==> config.mk <==
export PLATFORM = sky130hd
export DESIGN_NAME = tcm_sram_ctrl
export DESIGN_NICKNAME = d
export VERILOG_FILES = /design/src/rtl/tcm_sram_ctrl.sv
export SDC_FILE = /design/constraint.sdc
export NUM_CORES = 1
export LEC_CHECK = 0
export ABC_AREA = 0
export BUFFER_PORTS_ARGS = -buffer_cell sky130_fd_sc_hd__buf_4
export CAP_MARGIN = 20
export CORE_UTILIZATION = 47
export CTS_CLUSTER_DIAMETER = 30
export DETAILED_ROUTE_END_ITERATION = 12
export HOLD_SLACK_MARGIN = 0.08
export PLACE_DENSITY = 0.88
export SETUP_SLACK_MARGIN = 0.15
export SLEW_MARGIN = 10
export SYNTH_ARGS = -nofsm -noshare
export SYNTH_HDL_FRONTEND = slang
export SYNTH_SLANG_ARGS = --single-unit
==> constraint.sdc <==
create_clock -name clk -period 3.5 [get_ports clk]
set_input_delay 0.525 -clock clk [delete_from_list [all_inputs] [get_ports clk]]
set_output_delay 0.525 -clock clk [all_outputs]
set_load 0.05 [all_outputs]
==> src/rtl/tcm_sram_ctrl.sv <==
// tcm_sram_ctrl: valid/ready command front-end for a TCM SRAM with a fixed 2-cycle access pipeline.
// One transaction outstanding; out-of-range word indices answer with an error and never touch the SRAM.
module tcm_sram_ctrl #(
   parameter int DP = 512,
   parameter int DW = 32,
   parameter int MW = 4,
   parameter int AW = 32
) (
   input  logic          clk,
   input  logic          rst_n,
   input  logic          cmd_valid,
   output logic          cmd_ready,
   input  logic [AW-1:0] cmd_addr,
   input  logic          cmd_read,
   input  logic [DW-1:0] cmd_wdata,
   input  logic [MW-1:0] cmd_wmask,
   output logic          rsp_valid,
   input  logic          rsp_ready,
   output logic [DW-1:0] rsp_rdata,
   output logic          rsp_err,
   output logic [AW-1:0] ram_addr,
   output logic [DW-1:0] ram_din,
   output logic          ram_we,
   output logic [MW-1:0] ram_wem,
   input  logic [DW-1:0] ram_dout
);

   typedef enum logic [1:0] {IDLE, ACCESS, RESP} state_t;

   localparam logic [AW-3:0] DP_W = (AW-2)'(DP);

   state_t          state_q, state_d;
   logic [AW-3:0]   addr_q;
   logic            rd_q;
   logic [DW-1:0]   wdata_q;
   logic [MW-1:0]   wmask_q;
   logic [DW-1:0]   rdata_q;
   logic            err_q;
   logic            accept;
   logic            in_range;

   assign cmd_ready = (state_q == IDLE) | ((state_q == RESP) & rsp_ready);
   assign accept    = cmd_valid & cmd_ready;
   assign in_range  = cmd_addr[AW-1:2] < DP_W;

   always_comb begin
      state_d = state_q;
      if (state_q == ACCESS)
         state_d = RESP;
      else if (accept)
         state_d = in_range ? ACCESS : RESP;
      else if ((state_q == RESP) & rsp_ready)
         state_d = IDLE;
   end

   // SRAM-side address/data only load for in-range commands so the read path stays stable otherwise
   always_ff @(posedge clk or negedge rst_n) begin
      if (!rst_n) begin
         state_q <= IDLE;
         addr_q  <= '0;
         rd_q    <= 1'b0;
         wdata_q <= '0;
         wmask_q <= '0;
         rdata_q <= '0;
         err_q   <= 1'b0;
      end else begin
         state_q <= state_d;
         if (accept & in_range) begin
            addr_q  <= cmd_addr[AW-1:2];
            rd_q    <= cmd_read;
            wdata_q <= cmd_wdata;
            wmask_q <= cmd_wmask;
         end
         if (accept) begin
            err_q   <= ~in_range;
            rdata_q <= '0;
         end else if (state_q == ACCESS) begin
            rdata_q <= rd_q ? ram_dout : '0;
         end else if ((state_q == RESP) & rsp_ready) begin
            err_q   <= 1'b0;
            rdata_q <= '0;
         end
      end
   end

   assign rsp_valid = state_q == RESP;
   assign rsp_rdata = rdata_q;
   assign rsp_err   = err_q;
   assign ram_addr  = {2'b00, addr_q};
   assign ram_din   = wdata_q;
   assign ram_we    = (state_q == ACCESS) & ~rd_q;
   assign ram_wem   = ram_we ? wmask_q : '0;

endmodule
==> out/qor.yml <==
setup_path:
  rr_worst_depth: 5
  cp-start-kind: "register"
  slowest_delay_ns: 0.48
  reg2reg_slack_ns: 1.57
  cp_top_family: "simple AND/OR/NAND/NOR gates"
  regToRegStartpoint: "state_q[1]"
  worstPathCellList: "inv_1, nor3_1, and2_1, buf_4"
  worstPathRequired_ns: 2.97
  crit_type: "reg2out"
  timing.critical_path.buf_inv: 2
  worstPathArrival_ns: 1.73
  critPathMaxFanout: 5
  cp-end-kind: "primary output"
  crit_slowest_cell: "nor3_1"
  r2r-end: "ram_din[14]"
layout:
  area_growth_pct: 48.3
  layout_common_cells: "buf_4 (209), dfrtp_1 (102), mux2_2 (46), a22o_1 (32), nor2b_1 (21)"
  nets: 559
  antenna_cells: 0
  fillerInstances: 535
  multiInputGateArea_sq_um: 1100
  regArea_sq_um: 2550
  final_common_cell: "buf_4"
  final_core_util_pct: 72.4
  layout-drive-gt1-share_pct: 59.7
hold_path:
  min_path_cells: 2
  hp-start: "ram_dout[21]"
  worstHoldEndpoint: "rsp_rdata[21]"
  hp-class: "in2reg"
drt:
  first_pass_iters: 4
  wl_per_cell_microns: 15.6
  vias: 2782
  detail_route.vias_per_cell: 4.96
  drt-total-wl_microns: 8750
  drtIter0Drc: 64
  ant_nets: 0
  drc: 0
clock_network:
  cts-root-buf: "clkbuf_8"
  clock-sinks: 102
  htree_levels: 3
  cts_tree: "done"
  cts_made_buffers: 9
  worstSkewPairLatency_ns: 0.35
  clk_path_buf_depth: 2
  clk_pin_slew_worst_paths_ns: 0.10
grt:
  grt_overflow_total: 0
  grt_pass1_vias: 2812
  grtUsageTotal_pct: 21.6
  grt_max_degree: 42
  antenna_found_initial: 0
  grt_pass1_wl_microns: 14000
place:
  io_buffers: 204
  dp_hpwl_microns: 6530
  place_congestion: 0.719
sta:
  hold_viol: 0
  period_needed_ns: 2.25
  whs_ns: 0.385
  fmax_mhz: 444
  tns_ns: 0
  slew_viol_final: 0
  fin_skew_ns: 0.00946
  relSlewSlack_pct: 63.6
  worst_slew_pin_slew_ns: 0.542
  fin_crit_sh_pct: 64.4
  setup_viol: 0
  rsz0062_at_grt: "no"
logic_synthesis:
  yosysTopAreaCellShare_pct: 67.7
  synthTopCellsByArea: "dfrtp_1 (68%), mux2_2 (14%), a22o_1 (7.4%)"
  yosys_warnings: 0
  syn_inst: 247
  synth_seq_cells: 102
  ys_seq_area_share_pct: 67.7
  yosysTopAreaCell: "dfrtp_1"
  postSynthAreaPerCell_sq_um: 15.3
  ys_types: 23
  netlist_area_sq_um: 3770
die:
  die_area_sq_um: 8390
  start_util_pct: 48.8
  io_pins: 209
  core_sq_um: 7730
  die_w_microns: 91.6
  rows: 32
  die_h_microns: 91.6
power:
  irDropWorstVdd_uv: 245
  cellPowerDensity_nw_per_um2: 373
  leakage_nw: 3.12
flow_run:
  maxCapViolations: 0
outcome:
  outcome: "complete, no violations"
==> per-layer routing <==
layer	vias to the layer above	wire [microns]	track usage (%)
met2	130	4320	35.7
met4	0	212	10.2
met3	19	632	4.94
li1	1289	-	-
met1	1344	3580	27.1
met5	-	0	0
==> synth_stat cells <==
master       n
nand2_1      2
nor3_4       1
a21oi_1      1
nor2_1       5
a22o_1      32
buf_4        3
o21ai_0      2
and3_1       1
clkbuf_1     7
a21o_1       1
and2_1       4
nand4_1      1
buf_6        6
inv_1        2
mux2_2      46
nor4_1       4
dfrtp_1    102
nor2b_1     21
conb_1       1
o211ai_1     1
o21a_1       1
nor3_1       2
o2bb2ai_1    1
==> worst max path at each step <==
stage	from	end	slack (ns)	depth (start not counted)
finish	state_q[0]	ram_wem[0]	1.25	4
global route	state_q[0]	ram_wem[0]	1.05	4
CTS	state_q[0]	ram_wem[0]	1.21	4
detailed placement	cmd_addr[30]	ram_din[14]	1.06	6
global placement	cmd_addr[30]	ram_din[29]	1.10	6
floorplan	state_q[0]	ram_wem[0]	0.74	3
==> state kept, by name, summed over array words and instances, names as in the netlist <==
| signal | flops |
|---|---|
| ram_din | 32 |
| rsp_rdata | 32 |
| addr_q | 30 |
| rsp_err | 1 |
| wmask_q | 4 |
| state_q | 2 |
| rd_q | 1 |
==> final cells by class <==
cell class | count | share of cell area [%]
Timing Repair Buffer | 211 | 28.5
Clock buffer | 11 | 2.71
Sequential cell | 102 | 45.6
Clock inverter | 5 | 1.03
Tap cell | 102 | 2.28
Multi-Input combinational cell | 128 | 19.7
Inverter | 2 | 0.134
==> metrics by stage <==
step | power, mW | setup WS [ns] | instance area (sq um) | instances
floorplan | 1.24 | 0.741 | 3770 | 248
global placement | 1.35 | 1.10 | 5360 | 543
detailed placement | 1.36 | 1.06 | 5360 | 543
CTS | 2.12 | 1.21 | 5580 | 560
global route | 2.17 | 1.05 | 5590 | 561
finish | 2.09 | 1.25 | 5590 | 561
==> logic make-up (layout without fill, tap and decap cells) <==
group	after synthesis	after routing	synth area share, %
other	1	2	0.0994
DFF	102	102	67.7
muxes	46	46	13.7
buffers and inverters	18	229	3.28
AOI/OAI and AO/OA	39	39	8.66
and+or+nand+nor	41	41	6.54
==> where the power goes <==
part	leakage (nW)	internal (mW)	switching (mW)
logic	1.59	0.0821	0.0719
registers	1.42	1.18	0.00189
clock network	0.109	0.370	0.383
==> repair_timing <==
action | CTS | global route
resized for setup | 0 | 0
hold endpoints to repair | 22 | 0
hold buffers | 1 | 0
buffers inserted | 0 | 0
Power figures use the tool's default switching activity.
